## src/rtl/displayscan_pkg.sv

```systemverilog
// Shared constants and the leading-zero blank mask for the seven-segment scanner.
// Blanking logic is sized for up to NDIG_DEFAULT digits.
package segpkg;

   localparam int                      NDIG_DEFAULT = 4;
   localparam logic [3:0]              BLANK_CODE   = 4'hF;
   localparam logic [NDIG_DEFAULT-1:0] AN_OFF       = '1;

   // Bit k is set when digits NDIG_DEFAULT-1 down to k are all zero.
   // Digit 0 is never blanked.
   function automatic logic [NDIG_DEFAULT-1:0] lzmask(input logic [4*NDIG_DEFAULT-1:0] shadow);
      logic all_zero;
      lzmask   = '0;
      all_zero = 1'b1;
      for (int k = NDIG_DEFAULT - 1; k >= 1; k--) begin
         all_zero  = all_zero && (shadow[4*k +: 4] == 4'h0);
         lzmask[k] = all_zero;
      end
   endfunction

endpackage

```

## src/rtl/displayscan_tickgen.sv

```systemverilog
// Prescaler: counts 0..CLK_DIV-1 while enabled and pulses tick on the last count.
// The count is frozen while en is low.
module tickgen #(
   parameter int CLK_DIV = 50000
) (
   input  logic clk,
   input  logic rst_n,
   input  logic en,
   output logic tick
);

   localparam int            CW   = (CLK_DIV > 1) ? $clog2(CLK_DIV) : 1;
   localparam logic [CW-1:0] LAST = CW'(CLK_DIV - 1);

   logic [CW-1:0] cnt;

   assign tick = en && (cnt == LAST);

   // NOTE: sequential state uses non-blocking assignments so every register
   // samples pre-edge values, independent of block ordering.
   always_ff @(posedge clk or negedge rst_n) begin
      if (!rst_n) begin
         cnt <= '0;
      end else if (en) begin
         cnt <= tick ? '0 : cnt + 1'b1;
      end
   end

endmodule

```

## src/rtl/displayscan.sv

```systemverilog
// Four-digit common-anode display scanner: shadow BCD register, digit pointer
// and registered anode/nibble outputs feeding a BCD-to-seven-segment decoder.
module displayscan
   import segpkg::*;
#(
   parameter int CLK_DIV = 50000,
   parameter int NDIG    = NDIG_DEFAULT
) (
   input  logic              clk,
   input  logic              rst_n,
   input  logic [4*NDIG-1:0] value,
   input  logic              load,
   input  logic              en,
   input  logic              blank_lz,
   output logic [3:0]        bcd,
   output logic [NDIG-1:0]   an,
   output logic              frame_tick
);

   localparam int              PW      = (NDIG > 1) ? $clog2(NDIG) : 1;
   localparam logic [PW-1:0]   D_LAST  = PW'(NDIG - 1);
   localparam logic [NDIG-1:0] AN_DARK = '1;

   logic [4*NDIG-1:0]         shadow;
   logic [4*NDIG_DEFAULT-1:0] shadow_ext;
   logic [NDIG_DEFAULT-1:0]   blank_mask;
   logic [PW-1:0]             d;
   logic [PW-1:0]             d_next;
   logic                      tick;

   tickgen #(
      .CLK_DIV (CLK_DIV)
   ) u_tickgen (
      .clk   (clk),
      .rst_n (rst_n),
      .en    (en),
      .tick  (tick)
   );

   // NOTE: assign a default first in every always_comb so no path leaves a
   // variable unassigned and infers a latch.
   always_comb begin
      shadow_ext              = '0;
      shadow_ext[4*NDIG-1:0]  = shadow;
   end

   assign blank_mask = blank_lz ? lzmask(shadow_ext) : '0;
   assign d_next     = (d == D_LAST) ? '0 : d + 1'b1;

   always_ff @(posedge clk or negedge rst_n) begin
      if (!rst_n) begin
         shadow <= '0;
      end else if (load) begin
         shadow <= value;
      end
   end

   // Pointer rests on the last digit so the first tick lands on digit 0.
   always_ff @(posedge clk or negedge rst_n) begin
      if (!rst_n) begin
         d <= D_LAST;
      end else if (tick) begin
         d <= d_next;
      end
   end

   // Anode and nibble share one register stage so they always change together.
   always_ff @(posedge clk or negedge rst_n) begin
      if (!rst_n) begin
         an         <= AN_DARK;
         bcd        <= BLANK_CODE;
         frame_tick <= 1'b0;
      end else begin
         frame_tick <= 1'b0;
         if (!en) begin
            an  <= AN_DARK;
            bcd <= BLANK_CODE;
         end else if (tick) begin
            an         <= ~(NDIG'(1) << d_next);
            bcd        <= blank_mask[d_next] ? BLANK_CODE : shadow[4*d_next +: 4];
            frame_tick <= (d_next == '0);
         end
      end
   end

endmodule

```

## config.mk

```make
export PLATFORM = sky130hd
export DESIGN_NAME = displayscan
export DESIGN_NICKNAME = d
export VERILOG_FILES = /design/src/rtl/displayscan_pkg.sv /design/src/rtl/displayscan_tickgen.sv /design/src/rtl/displayscan.sv
export SDC_FILE = /design/constraint.sdc
export NUM_CORES = 1
export LEC_CHECK = 0
export BUFFER_PORTS_ARGS = -buffer_cell sky130_fd_sc_hd__clkbuf_2
export CAP_MARGIN = 10
export CORE_AREA = 4 4 63 80
export CTS_CLUSTER_DIAMETER = 80
export CTS_CLUSTER_SIZE = 8
export DETAILED_ROUTE_END_ITERATION = 12
export DIE_AREA = 0 0 67 84
export PLACE_DENSITY = 0.75
export SYNTH_ARGS = -nofsm -noshare
export SYNTH_HDL_FRONTEND = slang
export SYNTH_SLANG_ARGS = --single-unit
```

## constraint.sdc

```tcl
create_clock -name clk -period 5.8 [get_ports clk]
set_clock_uncertainty 0.1 [all_clocks]
set_input_delay 0 -clock clk [delete_from_list [all_inputs] [get_ports clk]]
set_output_delay 0 -clock clk [all_outputs]
set_load 0.05 [all_outputs]
```

## Word level (Yosys, flattened, before mapping)

Index checks and enable logic that the tools add are counted.

| storage, ports and cells | value |
|---|---|
| register bits | 43 |
| input port bits | 21 |
| word-level logic and storage cells | 34 |
| output and inout bits | 9 |

| operators by class | value |
|---|---|
| magnitude comparators | 1 |
| shift operators | 2 |
| muxes and demuxes | 12 |
| $add $sub $neg | 2 |
| bitwise operators | 1 |
| reductions and logical operators | 7 |
| eq/ne operators | 3 |

Operator list:

| kind | number |
|---|---|
| 2-to-1 mux 4 bit | 6 |
| adder 16 x 1 -> 16 bit (second input constant) | 1 |
| equality test 16 bit (second input constant) | 1 |
| 2-to-1 mux 16 bit | 1 |
| variable part select 16 x 5 -> 4 bit | 1 |
| logical NOT 4 bit | 3 |
| NOT 4 bit | 1 |
| left shift 1 x 2 -> 4 bit (first input constant) | 1 |
| logical AND 1 bit | 3 |
| less-than comparator 2 x 3 -> 1 bit (second input constant) | 1 |
| 2-to-1 mux 1 bit | 3 |
| adder 2 x 1 -> 2 bit (second input constant) | 1 |
| binary-select mux 1 bit (select 2 bit) | 1 |
| equality test 2 bit (second input constant) | 1 |
| logical NOT 2 bit | 1 |
| 2-to-1 mux 2 bit | 1 |
| inequality test 2 x 1 -> 1 bit (second input constant) | 1 |

## Longest topological paths before layout

Gate-level depths: netlist (run 1).

| depth | value |
|---|---|
| depth in word-level cells | 9 |
| gate-level depth with buffers | 7 |
| mapped depth without buffers | 5 |

## Cells and area by module

From an unflattened synthesis (run 1), not the netlist that was laid out.

| unflattened totals | value |
|---|---|
| cell total of the unflattened synthesis | 168 |
| area, all modules | 2008.2 µm² |

Modules (own cells, without submodules):

| module | seq. area each (µm²) | area an instance (µm²) | instances | cells an instance |
|---|---|---|---|---|
| displayscan | 688.2 | 1228.7 | 1 | 96 |
| tickgen | 400.4 | 779.5 | 1 | 72 |

## Worst setup path after synthesis (run 1)

Ideal clock, no wire load.

| timing | value |
|---|---|
| path type | reg2reg |
| from | register d[0] |
| to | register bcd[0] |
| slack | 3820 ps |
| data required time | 5616 ps |
| path buffers | 2 |
| library setup time | 84 ps |
| stages on the path, launching flop included | 8 |
| arrival time | 1795 ps |
| clock period less this slack | 1980 ps |
| path through | dfstp_2 -> buf_2 -> inv_1 -> ha_1 -> clkbuf_1 -> mux4_2 -> nor3_1 -> a2bb2oi_1 |

| on the way | value |
|---|---|
| cells in the longest elaborated chain, start to end | 7 |
| elaborated cells on any way between the ends | 9 |
| those cells by class | add/sub: 1; eq/ne: 1; shift: 1; mux: 6 |

Ends and longest elaborated chain:

| item | RTL line | RTL |
|---|---|---|
| from (decl) | displayscan.sv:27 | `logic [PW-1:0] d;` |
| from (signal assigned) | displayscan.sv:63 | `d <= d_next;` |
| adder 2 x 1 -> 2 bit / equality test 2 bit (equally long branches) | displayscan.sv:48 | `assign d_next = (d == D_LAST) ? '0 : d + 1'b1;` |
| 2-to-1 mux 2 bit (*) | displayscan.sv:48 |  |
| via d_next[1] | displayscan.sv:28 | `logic [PW-1:0] d_next;` |
| branches (longest 2 deep; another with variable part select 16 x 5 -> 4 bit) | -- |  |
| 2-to-1 mux 4 bit (*) | displayscan.sv:80 | `bcd <= blank_mask[d_next] ? BLANK_CODE : shadow[4*d_next +: 4];` |
| 2-to-1 mux 4 bit (*) | displayscan.sv:78 | `end else if (tick) begin` |
| 2-to-1 mux 4 bit (*) | displayscan.sv:75 | `if (!en) begin` |
| to (signal assigned) | displayscan.sv:80 |  |
| to (decl) | displayscan.sv:15 | `output logic [3:0] bcd,` |

Mark *: on every way through the listed nets, which the timed path passes. The select of a mux whose other input is x is not followed.
A chain may end at the register's enable or synchronous reset.

## Worst setup path after layout (run 1)

| timing | value |
|---|---|
| from | register d[0] |
| to | register bcd[1] |

The elaborated chain is that of the path after synthesis.

==> results of run 1 <==
==> sequential cells by signal (all words and copies together) (netlist names) <==
| name | flops |
|---|---|
| shadow | 16 |
| an | 4 |
| frame_tick | 1 |
| bcd | 4 |
| u_tickgen.cnt | 16 |
| d | 2 |
==> synthesized netlist by cell type, types with 2 or more instances <==
| cell type | n |
|---|---|
| xnor2_1 | 7 |
| nor2_1 | 14 |
| xor2_1 | 6 |
| inv_1 | 7 |
| mux2_2 | 20 |
| mux2i_1 | 3 |
| and2_1 | 2 |
| nand2_1 | 9 |
| buf_4 | 2 |
| nor3_1 | 4 |
| a2bb2oi_1 | 6 |
| dfstp_2 | 10 |
| nand3_1 | 3 |
| clkbuf_1 | 2 |
| buf_2 | 2 |
| ha_1 | 6 |
| a32oi_1 | 2 |
| nor4_1 | 4 |
| a21oi_1 | 2 |
| nand4_4 | 2 |
| dfrtp_1 | 33 |
| mux4_2 | 2 |
| nand4_1 | 5 |
==> timing repair <==
action / CTS / global route
hold endpoints to repair: 56 / 0
hold buffers: 19 / 0
setup buffers: 0 / 0
endpoints found under the setup margin: 0 / 0
==> per-layer routing <==
metal / GRT usage, % / wire, um
met3: 4.72 / 200
met5: 0 / 0
met4: 5.54 / 63
met2: 27.2 / 2100
met1: 19.7 / 1660
==> final cells by class <==
| cell class | count | area share, % |
|---|---|---|
| tap | 58 | 2.85 |
| sequential | 43 | 42.7 |
| clock buffer | 5 | 2.70 |
| timing repair buffer | 48 | 13.2 |
| inverter | 7 | 1.03 |
| multi-input combinational | 111 | 37.0 |
| clock inverter | 3 | 0.589 |
==> per-stage QoR <==
step	std cells	utilization (%)	setup slack, ns	hold WS, ns
2_1_floorplan	167	-	3.82	-0.396
3_3_place_gp	248	53.0	3.89	0.132
3_5_place_dp	248	53.0	3.85	0.137
4_1_cts	275	59.4	3.83	0.186
5_1_grt	275	59.4	3.72	0.202
6_report	275	59.4	3.86	0.183
==> power breakdown <==
part | switching, mW | internal (mW) | total, mW
clock | 0.102 | 0.0824 | 0.184
combinational | 0.0335 | 0.0448 | 0.0783
sequential | 0.0414 | 0.329 | 0.370
==> cells in the final DEF (no fill, tap or decap), drive strengths merged <==
master	netlist	final
or2	1	1
mux2i	3	3
clkinv	0	3
and3b	1	1
mux4	2	2
a32oi	2	2
nand4	7	7
dfrtp	33	33
nor4	5	5
and2	2	2
mux2	20	20
clkbuf	2	34
a21o	1	1
a22o	1	1
a2bb2oi	6	6
and3	1	1
dfstp	10	10
xnor2	7	7
nor3	4	4
and4bb	1	1
o21ai	3	3
dlygate4sd3	0	19
ha	6	6
a21oi	2	2
xor2	6	6
nand2	9	9
nand3	3	3
nor2	15	15
or4	1	1
o211ai	1	1
o21a	1	1
inv	7	7
==> critical path, cell delays in order, from the launching register on <==
cell,delay (ns)
dfstp_2,0.67
inv_1,0.10
ha_1,0.43
o21ai_0,0.12
a21o_1,0.23
a32oi_1,0.21
==> kinds of logic (layout without fill, tap and decap cells) <==
logic type | count (synthesis) | count (layout)
AND/OR/NAND/NOR | 50 | 50
flip-flops | 43 | 43
multiplexers | 25 | 25
AO/OA/AOI/OAI | 17 | 17
XOR/XNOR | 13 | 13
buffers and inverters | 13 | 63
adder cells (fa/ha/maj) | 6 | 6
==> worst max-delay path by stage <==
stage	startpoint	endpoint	slack, ns	depth (start not counted)
after global routing	d[0]$_DFFE_PN1P_	bcd[1]$_DFFE_PN1P_	3.72	5
after detailed placement	d[0]$_DFFE_PN1P_	bcd[1]$_DFFE_PN1P_	3.85	5
after global placement	d[0]$_DFFE_PN1P_	bcd[0]$_DFFE_PN1P_	3.89	5
final	d[0]$_DFFE_PN1P_	bcd[1]$_DFFE_PN1P_	3.86	5
after floorplan	d[0]$_DFFE_PN1P_	bcd[0]$_DFFE_PN1P_	3.82	7
after CTS	u_tickgen.cnt[4]$_DFFE_PN0P_	d[0]$_DFFE_PN1P_	3.83	4
==> metrics.cfg, run 1 <==
[place]
placed_area_sq_um=2270
place.gp.congestion=0.774
portBuffers=29
dp_hpwl_um=2850

[die]
ios=30
die_w_um=67
row_count=27
dieArea_sq_um=5630
fp.dieH_um=84
start_util_pct=48.7
core-area_sq_um=4290

[job]
maxCapViolCount=0

[critical_path]
worstPathRequired_ns=5.92
rr_endpoint=bcd[1]$_DFFE_PN1P_
worstPathArrival_ns=2.06
cp-start-kind=flop
timing.reg2reg.setup_slack_ns=3.86
worst-setup-path-type=reg -> reg
end_kind=flop
critPathMaxFanout=10
rr_startpoint=d[0]$_DFFE_PN1P_
worst_r2r_path_depth=5

[status]
status=completed

[power]
power.total_mw=0.632
leakage_nw=1.12
powerDensity_nw_per_um2=248
ir_drop_mv=0.214

[synthesis]
ys_seq_elements=43
synth_top_area_share_pct=39.5
synth_edf_count=0
synthArstFlopShare_pct=100
synth_xor_area_share_pct=5.45
ys_warn_count=0
synth_compound_area_share_pct=6.83
synth_area_leaders=dfrtp_1, dfstp_2, mux2_2
synth_fa_ha_area_share_pct=3.59
avgSynthCellArea_sq_um=12.5
syn_nets=194
synthMuxAreaShare_pct=14.4
synth_area_sq_um=2090
synth_cell_type_count=37
synth_simple_gate_area_share_pct=14.9
netlist_instances=167
yosysTopAreaCell=dfrtp_1
synth-main-ff-cell=dfrtp_1
synth_top_family_by_area=simple AND/OR/NAND/NOR gates
seq_area_frac_synth_pct=52.1

[routing]
vias=1436
viasPerCell=5.22
dr.pass1.iters=4
drc=0
drt_iter0_drc=59
wl_per_cell_um=14.6
finalWirelength_um=4020
route.antenna.remaining_nets=0

[grt]
antenna_found_initial=0
first_global_vias=1484
grt_pass1_wl_um=7010
gr-total-overflow=0
track_usage_pct=16.3
grt_max_degree=44

[clock_tree]
root_buffer=clkbuf_8
cts_tree=done
clk_path_buf_depth=2
clock-sinks=43
clkTransAtPathRegs_ns=0.08
clock_latency_ns=0.30
cts_buffers=5
ctsResizeCount=0
htreeDepth=2

[min_path]
hold_path_depth=2
hold_end=shadow[15]$_DFFE_PN0P_
hp-start=load
hold_path.class=in -> reg

[timing]
final-hold-violation-count=0
worst_pin_slew_ns=1.05
min_period_ns=1.94
relSlewSlack_pct=30.0
setup_viol=0
fin_crit_sh_pct=33.4
setup_tns_ns=0
fmax_ghz=0.516
grt_setup_unrepaired=no
slew_viol_final=0

[cells_and_area]
antenna_cells=0
seqCellArea_sq_um=1090
fillCellCount=368
drive_gt1_share_pct=35.9
nNetsFinal=243
multi_input_area_sq_um=942
syn2layout_area_growth_pct=22.0
postLayoutCellArea_sq_um=2550

(Power assumes the default switching activity.)
==> run 2: changes to the inputs <==
clock period = 1.85 ns   (was 5.8 ns; I/O delays follow)
==> metrics.cfg, run 2 (synthesized netlist as in run 1, its figures left out) <==
[timing]
relSlewSlack_pct=64.2  ; was 30.0%
final-hold-violation-count=0  ; unchanged
grt_setup_unrepaired=no  ; unchanged
setup_viol=0  ; unchanged
slew_viol_final=0  ; unchanged
fin_crit_sh_pct=95.9  ; was 33.4%
worst_slack_ns=0.0767  ; was 3.86 ns
worst_pin_slew_ns=0.537  ; was 1.05 ns
fmax_ghz=0.564  ; was 0.516 GHz
min_period_ns=1.77  ; was 1.94 ns
setup_tns_ns=0  ; unchanged

[power]
leakage_nw=1.15  ; was 1.12 nW
netSwitchingFraction_pct=27.1  ; was 27.9%
pwr-share-comb_pct=12.4  ; about the same
powerDensity_nw_per_um2=794  ; was 248 nW/um^2
switching_power_mw=0.564  ; was 0.177 mW
p_int_mw=1.52  ; was 0.456 mW
power.total_mw=2.08  ; was 0.632 mW
p_clk_share_pct=31.9  ; was 29.1%
power.share.sequential_pct=55.7  ; was 58.5%
ir_drop_mv=0.627  ; was 0.214 mV

[cells_and_area]
final_common_cell=dfrtp_1  ; unchanged
antenna_cells=0  ; unchanged
drive_gt1_share_pct=37.7  ; was 35.9%
syn2layout_area_growth_pct=25.5  ; was 22.0%
nNetsFinal=249  ; was 243
final_cell_mix=dfrtp_1, clkbuf_2, mux2_2  ; unchanged
fillCellCount=359  ; was 368
largest_registers=shadow (16), u_tickgen.cnt (16)  ; unchanged
fin_util_pct=61.1  ; was 59.4%
postLayoutCellArea_sq_um=2620  ; was 2550 sq um

[place]
portBuffers=29  ; unchanged
placed_area_sq_um=2320  ; was 2270 sq um
place.gp.congestion=0.802  ; was 0.774
dp_hpwl_um=3000  ; was 2850 um
pre_cts_slack_ns=0.0222  ; was 3.85 ns

[grt]
top_usage_layer=met2  ; unchanged
first_global_vias=1565  ; was 1,484
grt_use_met2_pct=28.5  ; was 27.2%
grt_max_degree=44  ; unchanged
gr-total-overflow=0  ; unchanged
grt_util_met1_pct=20.3  ; was 19.7%
grt_pass1_wl_um=7290  ; was 7010 um
track_usage_pct=17.2  ; was 16.3%
grt.met3_usage_pct=4.99  ; was 4.72%
antenna_found_initial=0  ; unchanged

[min_path]
hold_end=shadow[10]$_DFFE_PN0P_  ; was shadow[15]$_DFFE_PN0P_
hold_path_depth=2  ; unchanged
hold_path.class=in -> reg  ; unchanged
hp-start=load  ; unchanged

[clock_tree]
clock_latency_ns=0.30  ; about the same
root_buffer=clkbuf_8  ; unchanged
clock-sinks=43  ; unchanged
htreeDepth=2  ; unchanged
cts_tree=done  ; unchanged
clk_path_buf_depth=2  ; unchanged
post-cts-setup-buffers=0  ; unchanged
clkTransAtPathRegs_ns=0.08  ; about the same
cts_buffers=5  ; unchanged

[critical_path]
cpLargestDelayFamily=simple AND/OR/NAND/NOR gates  ; was flip-flops
cp-start-kind=flop  ; unchanged
worst-setup-path-type=reg -> reg  ; unchanged
cpPeakStageDelay_ns=0.48  ; was 0.67 ns
end_kind=flop  ; unchanged
rr_startpoint=u_tickgen.cnt[4]$_DFFE_PN0P_  ; was d[0]$_DFFE_PN1P_
rr_endpoint=d[0]$_DFFE_PN1P_  ; was bcd[1]$_DFFE_PN1P_
worstPathArrival_ns=1.90  ; was 2.06 ns
crit_slowest_cell=dfrtp_1  ; was dfstp_2
critPathMaxFanout=6  ; was 10
worst_r2r_path_depth=4  ; was 5
crit_buf_inv=0  ; was 1
timing.reg2reg.setup_slack_ns=0.08  ; was 3.86 ns
worstPathRequired_ns=1.97  ; was 5.92 ns
cp_cell_sequence=nor4_4 > nand4_4 > nor2_4 > mux2_2  ; was inv_1 > ha_1 > o21ai_0 > a21o_1 > a32oi_1

[status]
status=completed  ; unchanged

[die]
die_w_um=67  ; unchanged
dieArea_sq_um=5630  ; unchanged
ios=30  ; unchanged
fp.dieH_um=84  ; unchanged
start_util_pct=48.7  ; unchanged
row_count=27  ; unchanged
core-area_sq_um=4290  ; unchanged

[routing]
dr.pass1.iters=4  ; unchanged
finalWirelength_um=4220  ; was 4020 um
drc=0  ; unchanged
route.antenna.remaining_nets=0  ; unchanged
vias=1451  ; was 1,436
viasPerCell=5.16  ; was 5.22
drt_iter0_drc=50  ; was 59
wl_per_cell_um=15.0  ; was 14.6 um

[job]
maxCapViolCount=0  ; unchanged

run 2: cell type report:
type	count	area, sq um	area share (%)
well taps	58	72.6	2.77
inverters	7	26.3	1.00
clock buffers	8	100	3.82
flip-flops and latches	43	1090	41.5
repair buffers	54	380	14.5
multi-input cells	111	955	36.4
run 2: metal layers:
metal  up-vias  routed length, um
met5         -                  0
met4         0                106
met3         8                173
met2        30               2190
met1       713               1750
li1        700                  -
run 2: worst max path at each step:
| stage | from | endpoint | slack [ns] | cells after the start |
|---|---|---|---|---|
| floorplan | d[0]$_DFFE_PN1P_ | bcd[0]$_DFFE_PN1P_ | 0.01 | 7 |
| global placement | d[0]$_DFFE_PN1P_ | bcd[3]$_DFFE_PN1P_ | 0.1 | 5 |
| detailed placement | d[0]$_DFFE_PN1P_ | bcd[1]$_DFFE_PN1P_ | 0.02 | 5 |
| CTS | d[0]$_DFFE_PN1P_ | bcd[1]$_DFFE_PN1P_ | 0.02 | 5 |
| global route | u_tickgen.cnt[4]$_DFFE_PN0P_ | frame_tick$_DFF_PN0_ | 0.008 | 5 |
| finish | u_tickgen.cnt[4]$_DFFE_PN0P_ | d[0]$_DFFE_PN1P_ | 0.08 | 4 |
run 2: stage by stage:
stage,hold slack [ns],std cells
finish,0.172,281
global route,0.193,281
CTS,0.179,281
detailed placement,0.00346,254
global placement,0.00496,254
floorplan,-0.396,167
run 2: repair_timing:
item                                   in CTS  in global routing
hold buffers                               19                  0
endpoints found under the hold margin      55                  0
setup endpoints to repair                   0                  4
gates resized for setup                     0                  2
run 2: power groups by stage:
| stage | clock network (mW) | registers (mW) | logic (mW) |
|---|---|---|---|
| after global routing | 0.713 | 1.18 | 0.293 |
| after global placement | 0 | 1.18 | 0.219 |
| final | 0.664 | 1.16 | 0.258 |
| after CTS | 0.679 | 1.16 | 0.260 |
| after detailed placement | 0 | 1.18 | 0.227 |
| after floorplan | 0 | 1.15 | 0.159 |
run 2: worst reg2reg max path, cell delays in order (launching register included):
cell and delay, ns:
dfrtp_1 0.48, nor4_4 0.36, nand4_4 0.23, nor2_4 0.17, mux2_2 0.35
